$ cat src/rtl/mem_stage_pkg.sv
// ============================================================================
//  Module      : mem_stage_pkg
//  Description : Shared types and constants for the MEM pipeline stage.
//  Revision    : 1.0 - initial release
// ============================================================================
`default_nettype none

package mem_stage_pkg;

    typedef enum logic [0:0] {
        IDLE = 1'b0,
        WAIT = 1'b1
    } mem_state_t;

    localparam int c_TIMEOUT_CYCLES = 16;

    typedef struct packed {
        logic mem2reg;
        logic reg_write;
    } wb_ctrl_t;

    localparam wb_ctrl_t c_WB_BUBBLE = '{mem2reg: 1'b0, reg_write: 1'b0};

endpackage

`default_nettype wire

$ cat src/rtl/mem_stage_if.sv
// ============================================================================
//  Module      : mem_stage_if
//  Description : Ready/valid data-memory port between MEM stage and memory.
//  Revision    : 1.0 - initial release
// ============================================================================
`default_nettype none

interface mem_stage_if;
    logic        dmem_req;
    logic        dmem_we;
    logic [31:0] dmem_addr;
    logic [31:0] dmem_wdata;
    logic        dmem_ready;
    logic [31:0] dmem_rdata;

    modport master (
        output dmem_req, dmem_we, dmem_addr, dmem_wdata,
        input  dmem_ready, dmem_rdata
    );

    modport slave (
        input  dmem_req, dmem_we, dmem_addr, dmem_wdata,
        output dmem_ready, dmem_rdata
    );
endinterface

`default_nettype wire

$ cat src/rtl/mem_stage_access_ctrl.sv
// ============================================================================
//  Module      : mem_access_ctrl
//  Description : IDLE/WAIT access controller with timeout and sticky errors.
//  Revision    : 1.0 - initial release
// ============================================================================
`default_nettype none

module mem_access_ctrl
    import mem_stage_pkg::*;
#(
    parameter int TIMEOUT_CYCLES = c_TIMEOUT_CYCLES
) (
    input  wire logic       clk,
    input  wire logic       rst_n,
    input  wire logic       mem_read,
    input  wire logic       mem_write,
    input  wire logic [1:0] addr_lo,
    input  wire logic       dmem_ready,
    output logic            dmem_req,
    output logic            stall,
    output logic            complete,
    output logic            abort,
    output logic            misalign_err,
    output logic            bus_err
);

    localparam int c_TW = $clog2(TIMEOUT_CYCLES + 1);
    localparam logic [c_TW-1:0] c_TIMER_MAX = c_TW'(TIMEOUT_CYCLES);

    mem_state_t      r_state;
    mem_state_t      w_state_nxt;
    logic [c_TW-1:0] r_timer;
    logic [c_TW-1:0] w_timer_nxt;
    logic            w_req;
    logic            w_abort;
    logic            w_access;
    logic            w_misaligned;
    logic            w_aligned;

    assign w_access     = mem_read | mem_write;
    assign w_misaligned = w_access & (addr_lo != 2'b00);
    assign w_aligned    = w_access & ~w_misaligned;

    always_ff @(posedge clk or negedge rst_n) begin
        if (!rst_n) begin
            r_state <= IDLE;
            r_timer <= '0;
        end else begin
            r_state <= w_state_nxt;
            r_timer <= w_timer_nxt;
        end
    end

    always_comb begin
        w_state_nxt = r_state;
        w_timer_nxt = r_timer;
        w_req       = 1'b0;
        w_abort     = 1'b0;
        case (r_state)
            IDLE: begin
                if (w_aligned) begin
                    w_req = 1'b1;
                    if (!dmem_ready) begin
                        w_state_nxt = WAIT;
                        w_timer_nxt = c_TW'(1);
                    end
                end
            end
            WAIT: begin
                w_req = 1'b1;
                // A late ready wins over the timeout on the same cycle.
                if (dmem_ready) begin
                    w_state_nxt = IDLE;
                    w_timer_nxt = '0;
                end else if (r_timer == c_TIMER_MAX) begin
                    w_abort     = 1'b1;
                    w_state_nxt = IDLE;
                    w_timer_nxt = '0;
                end else begin
                    w_timer_nxt = r_timer + 1'b1;
                end
            end
            default: begin
                w_state_nxt = IDLE;
                w_timer_nxt = '0;
            end
        endcase
    end

    // Request must fall with rst_n even though EX/MEM may still hold an access.
    assign dmem_req = w_req & rst_n;
    assign complete = dmem_req & dmem_ready;
    assign abort    = w_abort;
    assign stall    = w_aligned & ~dmem_ready & ~w_abort;

    always_ff @(posedge clk or negedge rst_n) begin
        if (!rst_n) begin
            misalign_err <= 1'b0;
            bus_err      <= 1'b0;
        end else begin
            if (w_misaligned) misalign_err <= 1'b1;
            if (w_abort)      bus_err      <= 1'b1;
        end
    end

endmodule

`default_nettype wire

$ cat src/rtl/mem_stage.sv
// ============================================================================
//  Module      : mem_stage
//  Description : MEM pipeline stage: branch resolve, dmem port, MEM/WB register.
//  Revision    : 1.0 - initial release
// ============================================================================
`default_nettype none

module mem_stage
    import mem_stage_pkg::*;
#(
    parameter int TIMEOUT_CYCLES = c_TIMEOUT_CYCLES
) (
    input  wire logic        clk,
    input  wire logic        rst_n,
    input  wire logic [31:0] PC_EXMEM,
    input  wire logic [31:0] read_Address_EXMEM,
    input  wire logic [31:0] write_Data_EXMEM,
    input  wire logic [4:0]  rd_EXMEM,
    input  wire logic        branch_EXMEM,
    input  wire logic        zero_EXMEM,
    input  wire logic        memRead_EXMEM,
    input  wire logic        memWrite_EXMEM,
    input  wire logic        mem2reg_EXMEM,
    input  wire logic        RegWrite_EXMEM,
    mem_stage_if.master      dmem,
    output logic             PCSrc,
    output logic [31:0]      branch_target,
    output logic             flush,
    output logic             stall_MEM,
    output logic [31:0]      read_data_MEMWB,
    output logic [31:0]      alu_result_MEMWB,
    output logic [4:0]       rd_MEMWB,
    output logic             mem2reg_MEMWB,
    output logic             RegWrite_MEMWB,
    output logic             misalign_err,
    output logic             bus_err
);

    logic        w_req;
    logic        w_complete;
    logic        w_abort;
    logic        w_misaligned;
    logic        w_retire_bubble;
    logic [31:0] r_read_data;
    logic [31:0] r_alu_result;
    logic [4:0]  r_rd;
    wb_ctrl_t    r_wb_ctrl;

    mem_access_ctrl #(
        .TIMEOUT_CYCLES (TIMEOUT_CYCLES)
    ) u_ctrl (
        .clk          (clk),
        .rst_n        (rst_n),
        .mem_read     (memRead_EXMEM),
        .mem_write    (memWrite_EXMEM),
        .addr_lo      (read_Address_EXMEM[1:0]),
        .dmem_ready   (dmem.dmem_ready),
        .dmem_req     (w_req),
        .stall        (stall_MEM),
        .complete     (w_complete),
        .abort        (w_abort),
        .misalign_err (misalign_err),
        .bus_err      (bus_err)
    );

    assign dmem.dmem_req   = w_req;
    assign dmem.dmem_we    = w_req & memWrite_EXMEM;
    assign dmem.dmem_addr  = read_Address_EXMEM;
    assign dmem.dmem_wdata = write_Data_EXMEM;

    assign PCSrc         = branch_EXMEM & zero_EXMEM;
    assign flush         = PCSrc;
    assign branch_target = PC_EXMEM;

    assign w_misaligned    = (memRead_EXMEM | memWrite_EXMEM) & (read_Address_EXMEM[1:0] != 2'b00);
    assign w_retire_bubble = w_misaligned | w_abort;

    always_ff @(posedge clk or negedge rst_n) begin
        if (!rst_n) begin
            r_read_data  <= '0;
            r_alu_result <= '0;
            r_rd         <= '0;
            r_wb_ctrl    <= c_WB_BUBBLE;
        end else if (stall_MEM) begin
            r_wb_ctrl <= c_WB_BUBBLE;
        end else begin
            if (w_complete && memRead_EXMEM) r_read_data <= dmem.dmem_rdata;
            r_alu_result <= read_Address_EXMEM;
            r_rd         <= rd_EXMEM;
            if (w_retire_bubble) r_wb_ctrl <= c_WB_BUBBLE;
            else                 r_wb_ctrl <= '{mem2reg: mem2reg_EXMEM, reg_write: RegWrite_EXMEM};
        end
    end

    assign read_data_MEMWB  = r_read_data;
    assign alu_result_MEMWB = r_alu_result;
    assign rd_MEMWB         = r_rd;
    assign mem2reg_MEMWB    = r_wb_ctrl.mem2reg;
    assign RegWrite_MEMWB   = r_wb_ctrl.reg_write;

endmodule

`default_nettype wire
$ cat src/flat_wrapper.sv
// flat-port wrapper written by rule: the top's interface ports become plain ports
module mem_stage_flat import mem_stage_pkg::*;
#(
    parameter int TIMEOUT_CYCLES = c_TIMEOUT_CYCLES
)
  (clk, rst_n, PC_EXMEM, read_Address_EXMEM, write_Data_EXMEM, rd_EXMEM, branch_EXMEM, zero_EXMEM, memRead_EXMEM, memWrite_EXMEM, mem2reg_EXMEM, RegWrite_EXMEM, PCSrc, branch_target, flush, stall_MEM, read_data_MEMWB, alu_result_MEMWB, rd_MEMWB, mem2reg_MEMWB, RegWrite_MEMWB, misalign_err, bus_err, dmem_dmem_req, dmem_dmem_we, dmem_dmem_addr, dmem_dmem_wdata, dmem_dmem_ready, dmem_dmem_rdata);
  mem_stage_if dmem_i ();
  input  wire logic clk;
  input  wire logic rst_n;
  input  wire logic [31:0] PC_EXMEM;
  input  wire logic [31:0] read_Address_EXMEM;
  input  wire logic [31:0] write_Data_EXMEM;
  input  wire logic [4:0] rd_EXMEM;
  input  wire logic branch_EXMEM;
  input  wire logic zero_EXMEM;
  input  wire logic memRead_EXMEM;
  input  wire logic memWrite_EXMEM;
  input  wire logic mem2reg_EXMEM;
  input  wire logic RegWrite_EXMEM;
  output logic PCSrc;
  output logic [31:0] branch_target;
  output logic flush;
  output logic stall_MEM;
  output logic [31:0] read_data_MEMWB;
  output logic [31:0] alu_result_MEMWB;
  output logic [4:0] rd_MEMWB;
  output logic mem2reg_MEMWB;
  output logic RegWrite_MEMWB;
  output logic misalign_err;
  output logic bus_err;
  output wire logic [$bits(dmem_i.dmem_req)-1:0] dmem_dmem_req;
  output wire logic [$bits(dmem_i.dmem_we)-1:0] dmem_dmem_we;
  output wire logic [$bits(dmem_i.dmem_addr)-1:0] dmem_dmem_addr;
  output wire logic [$bits(dmem_i.dmem_wdata)-1:0] dmem_dmem_wdata;
  input wire logic [$bits(dmem_i.dmem_ready)-1:0] dmem_dmem_ready;
  input wire logic [$bits(dmem_i.dmem_rdata)-1:0] dmem_dmem_rdata;
  assign dmem_dmem_req = dmem_i.dmem_req;
  assign dmem_dmem_we = dmem_i.dmem_we;
  assign dmem_dmem_addr = dmem_i.dmem_addr;
  assign dmem_dmem_wdata = dmem_i.dmem_wdata;
  assign dmem_i.dmem_ready = dmem_dmem_ready;
  assign dmem_i.dmem_rdata = dmem_dmem_rdata;
  mem_stage #(.TIMEOUT_CYCLES(TIMEOUT_CYCLES)) u_core (.clk(clk), .rst_n(rst_n), .PC_EXMEM(PC_EXMEM), .read_Address_EXMEM(read_Address_EXMEM), .write_Data_EXMEM(write_Data_EXMEM), .rd_EXMEM(rd_EXMEM), .branch_EXMEM(branch_EXMEM), .zero_EXMEM(zero_EXMEM), .memRead_EXMEM(memRead_EXMEM), .memWrite_EXMEM(memWrite_EXMEM), .mem2reg_EXMEM(mem2reg_EXMEM), .RegWrite_EXMEM(RegWrite_EXMEM), .dmem(dmem_i), .PCSrc(PCSrc), .branch_target(branch_target), .flush(flush), .stall_MEM(stall_MEM), .read_data_MEMWB(read_data_MEMWB), .alu_result_MEMWB(alu_result_MEMWB), .rd_MEMWB(rd_MEMWB), .mem2reg_MEMWB(mem2reg_MEMWB), .RegWrite_MEMWB(RegWrite_MEMWB), .misalign_err(misalign_err), .bus_err(bus_err));
endmodule
$ cat config.mk
export PLATFORM = sky130hd
export DESIGN_NAME = mem_stage_flat
export DESIGN_NICKNAME = d
export VERILOG_FILES = /design/src/rtl/mem_stage_pkg.sv /design/src/rtl/mem_stage_if.sv /design/src/rtl/mem_stage_access_ctrl.sv /design/src/rtl/mem_stage.sv /design/src/flat_wrapper.sv
export SDC_FILE = /design/constraint.sdc
export NUM_CORES = 1
export LEC_CHECK = 0
export ABC_AREA = 1
export CAP_MARGIN = 30
export CORE_ASPECT_RATIO = 1.25
export CORE_MARGIN = 10
export CORE_UTILIZATION = 36
export DETAILED_ROUTE_END_ITERATION = 16
export HOLD_SLACK_MARGIN = 0.1
export PLACE_DENSITY = 0.94
export SYNTH_ARGS = -nofsm -noshare
export SYNTH_HDL_FRONTEND = slang
export SYNTH_SLANG_ARGS = --single-unit
$ cat constraint.sdc
create_clock -name clk -period 3.8 [get_ports clk]
set_input_delay 0.38 -clock clk [delete_from_list [all_inputs] [get_ports clk]]
set_output_delay 0.38 -clock clk [all_outputs]
set_load 0.03 [all_outputs]
[Yosys cells after proc, flatten, opt, wreduce, memory -nomap -nowiden]
Cells that the tools add are included.
Word-level totals
  logic and storage cells: 49
  flip-flop bits (word level): 79
  output and inout bits: 174
Cells by class
  add/subtract/negate cells: 1
  muxes and demuxes: 17
  equality and inequality tests: 3
  bitwise logic cells: 15
  reductions and logical operators: 4
Operators with widths (number)
  $mux W5: 4
  $pmux W5 S2: 1
  $and A1 B1 Y1: 8
  $mux W1: 8
  $add A5 B1 Y5 const B: 1
  $eq A5 B5 Y1 const B: 1
  $not A1 Y1: 5
  $mux W2: 2
  $ne A2 B2 Y1 const B: 2
  $pmux W1 S2: 2
  $reduce_and A2 Y1: 2
  $or A1 B1 Y1: 2
  $reduce_bool A2 Y1: 1
  $logic_and A1 B1 Y1: 1

[Longest topological paths before layout]
  depth in word-level cells: 10
  gate-level depth with buffers: 10

[Cells and area by module]
Synthesis repeated with hierarchy kept, for this count alone.
Second synthesis, totals
  cells, all modules: 468
  area, all modules: 3956.3 sq um
By module, submodules not included
  mem_stage: area an instance 3479.6 sq um, cells each 406, instances 1, seq. area each 1776.7 sq um
  mem_access_ctrl: area an instance 476.7 sq um, cells each 62, instances 1, seq. area each 200.2 sq um

[Worst setup path after synthesis]
Ideal clock, no wire load.
  path kind: register to output
  from: register u_core.u_ctrl.r_timer[0]
  to: output stall_MEM
  data arrival time: 1.193 ns
  stages on the path, launching flop included: 7
  setup slack: 2.227 ns
  required time: 3.420 ns
  path through: dfrtp_1 inv_1 ha_1 nand2_1 nor3_4 a21oi_1 buf_2
On the way
  cells in the longest elaborated chain, start to end: 6
Ends and longest elaborated chain
  from (decl): RTL line mem_stage_access_ctrl.sv:32  | logic [c_TW-1:0] r_timer;
  from (signal assigned): RTL line mem_stage_access_ctrl.sv:50  | r_timer <= w_timer_nxt;
  $eq A5 B5 Y1: RTL line mem_stage_access_ctrl.sv:75  | end else if (r_timer == c_TIMER_MAX) begin
  $mux W1: RTL line mem_stage_access_ctrl.sv:75
  $mux W1: RTL line mem_stage_access_ctrl.sv:72  | if (dmem_ready) begin
  $mux W1: RTL line mem_stage_access_ctrl.sv:59  | case (r_state)
  $not A1 Y1: RTL line mem_stage_access_ctrl.sv:94  | assign stall = w_aligned & ~dmem_ready & ~w_abort;
  $and A1 B1 Y1: RTL line mem_stage_access_ctrl.sv:94
  to (decl): RTL line flat_wrapper.sv:23  | output logic stall_MEM;
No other way between the ends.

[Final worst setup path]
  from: input rst_n
  to: output dmem_dmem_we
On the way
  cells in the longest elaborated chain, start to end: 2
Ends and longest elaborated chain
  from (decl): RTL line flat_wrapper.sv:9  | input wire logic rst_n;
  $and A1 B1 Y1: RTL line mem_stage_access_ctrl.sv:91  | assign dmem_req = w_req & rst_n;
  $and A1 B1 Y1: RTL line mem_stage.sv:67  | assign dmem.dmem_we = w_req & memWrite_EXMEM;
  to (decl): RTL line flat_wrapper.sv:32  | output wire logic [$bits(dmem_i.dmem_we)-1:0] dmem_dmem_we;
No other way between the ends.

==> impl_metrics.toml <==
[sta]
slew_violations = 0
hold_viol_final = 0
fin_skew_ns = 0.00628
fmax_mhz = 368
final.min_clock_period_ns = 2.72
grt_setup_unrepaired = "no"
fin_crit_sh_pct = 71.5
worst_slew_pin_slew_ns = 0.594
setup_viol = 0
relSlewSlack_pct = 60.0
fin_tns_setup_ns = 0

[logic_synthesis]
yosysSeqAreaShare_pct = 50.2
synth.most_common_cell = "nand2_1"
synth_cell_type_count = 18
synth_enable_flop_cells = 0
synth_top_area_share_pct = 50.2
synth_nets = 610
synthArstFlopShare_pct = 100
synthFlopType = "dfrtp_1"
avgSynthCellArea_um2 = 8.45
synth_area_leaders = "dfrtp_1, buf_4, nand2_1, o21ai_0, inv_1"
netlist_area_um2 = 3940
ys_ff_latch = 79
synthCells = 466
synth_top_area_cell = "dfrtp_1"
synthTopCellsByCount = "nand2_1, buf_4, dfrtp_1"
ys_warn_count = 0

[finish]
diodes = 0
fin_cells = 695
nets = 702
syn_to_final_growth_pct = 42.1
drive_above_1_share_pct = 4.80

[status]
status = "completed"

[min_path]
hold_class = "reg2reg"
min_from = "u_core.u_ctrl.misalign_err"

[clock_tree]
cts.sinks = 79
htreeDepth = 3
clock_path_buffers = 2
cts_root_buf = "clkbuf_16"
clock_latency_ns = 0.33
cts_tree = "yes"
clk_pin_slew_ns = 0.06
numCtsBuffers = 9

[worst_setup_path]
crit_chain = "dlygate4sd3_1 -> buf_4 -> nand2_1 -> nor2_1 -> clkdlybuf4s50_1"
cp.required_ns = 3.42
cp.arrival_ns = 2.34
path_buf_inv = 3
critPathMaxStageDelay_ns = 0.69
cp_max_fo = 38
crit_slowest_cell = "clkdlybuf4s50_1"
worstSetupEndpointType = "output port"
startpoint = "rst_n"
critPathLaunchType = "input port"
r2r_start = "u_core.u_ctrl.r_timer[0]"
worstSetupPathType = "in2out"
crit_family = "buffers and inverters"

[detailed_routing]
ant_nets = 0
drtIter0Drc = 141
top_layer = "met5"
first_pass_iters = 4
met1_length_mm = 4.15
routed_via_density = 4.53
num_vias = 3145
routedWlPerCell_um = 17.4
wl_met2_mm = 6.04
wirelength_mm = 12.1
drc = 0
routed-wl-met3_mm = 1.28

[pwr]
p_leak_nw = 2.73
p_per_area_nw_per_um2 = 519
ir_drop_mv = 0.317

[grt]
gr-total-overflow = 0
grt_usage_pct = 15.2
antenna_found_initial = 1
grt_start_max_net_pins = 61
grt_pass1_vias = 3360
grt_pass1_wl_mm = 18.4

[floorplan]
die_h_um = 137
dieArea_um2 = 15600
ios = 316
initial_utilization_pct = 36.9
rows = 42
die_width_um = 114
core-area_um2 = 10700

[placement]
hpwl_mm = 9.83
io_buffers = 187
routabilityCongestion = 0.850
dpl.cell_count = 678

[flow_run]
drv_cap = 0
==> power breakdown <==
group / switching [mW] / internal [mW]
logic: 0.485 / 0.362
registers: 0.0795 / 0.965
clock network: 0.349 / 0.664
total: 0.913 / 1.99
==> worst paths after layout <==
check | end | slack (ns) | cells past startpoint
min in group asynchronous | u_core.rd_MEMWB[4] | 0.56 | 2
worst min-delay path | u_core.u_ctrl.misalign_err | 0.47 | 2
worst max register to register | u_core.alu_result_MEMWB[4] | 1.96 | 9
worst max-delay path | dmem_dmem_we | 1.08 | 5
worst min register to register | u_core.u_ctrl.misalign_err | 0.47 | 2
max in group asynchronous | u_core.read_data_MEMWB[1] | 2.29 | 3
==> worst reg2reg max path, cell delays in order, from the launching register on <==
cell     delay, ns
dfrtp_1       0.42
inv_1         0.10
ha_1          0.18
nand2_1       0.10
nor3_4        0.23
nand2_2       0.12
nand2_1       0.23
buf_16        0.21
nand2_1       0.12
nand2_1       0.08
==> what timing repair did <==
action | 4_1_cts | 5_1_grt
resized for setup | 0 | 0
hold buffers | 1 | 0
buffers inserted | 0 | 0
hold endpoints to repair | 35 | 0
==> state kept, by name, summed over array words and instances, names as in the netlist <==
signal and flops:
u_core.u_ctrl.misalign_err 1, u_core.read_data_MEMWB 32, u_core.mem2reg_MEMWB 1, u_core.u_ctrl.bus_err 1, u_core.u_ctrl.r_timer 5, u_core.RegWrite_MEMWB 1, u_core.alu_result_MEMWB 32, u_core.u_ctrl.r_state 1
u_core.rd_MEMWB 5
==> cell usage in the layout, fill, tap and decap left out, drive strengths merged <==
| cell type | instances |
|---|---|
| clkdlybuf4s50 | 186 |
| bufinv | 3 |
| clkinvlp | 1 |
| inv | 50 |
| dlygate4sd3 | 1 |
| nand3 | 8 |
| xor2 | 2 |
| nand2 | 169 |
| nand4 | 1 |
| a21oi | 1 |
| buf | 6 |
| dfrtp | 79 |
| nor3 | 1 |
| ha | 2 |
| o21ai | 36 |
| clkbuf | 10 |
| nor2 | 7 |
==> through the flow <==
step                      power, mW  worst slack [ns]  instance area (µm²)  utilization [%]  hold WS (ns)
final                          2.90              1.08                 5600             52.5         0.466
after global routing           3.04             0.959                 5600             52.5         0.491
after CTS                      2.95              1.04                 5600             52.5         0.473
after detailed placement       1.92              1.28                 5230             49.0         0.383
after global placement         1.89              1.24                 5180             48.6         0.378
after floorplan                1.61              2.23                 3940                -        0.0844
==> cell type report <==
| type | instances | area, µm² |
|---|---|---|
| Fill cell | 942 | 5070 |
| Clock buffer | 10 | 239 |
| Clock inverter | 6 | 115 |
| Multi-Input combinational cell | 227 | 970 |
| Tap cell | 132 | 165 |
| Inverter | 48 | 180 |
| Sequential cell | 79 | 1980 |
| Timing Repair Buffer | 193 | 1950 |
==> per-layer routing <==
layer  global-route usage, %  vias to the layer above
li1                        -                     1491
met1                    14.7                     1428
met2                    25.7                      170
met3                    7.05                       54
met4                    9.39                        2
met5                       0                        -
==> kinds of logic after synthesis <==
| logic type | count (synthesis) | share of synthesized area [%] |
|---|---|---|
| compound gates | 37 | 4.70 |
| buf+inv | 160 | 25.5 |
| fa+ha+maj | 2 | 0.635 |
| simple gates | 186 | 18.6 |
| xor+xnor | 2 | 0.445 |
| flops | 79 | 50.2 |
Power figures use the tool's default switching activity.
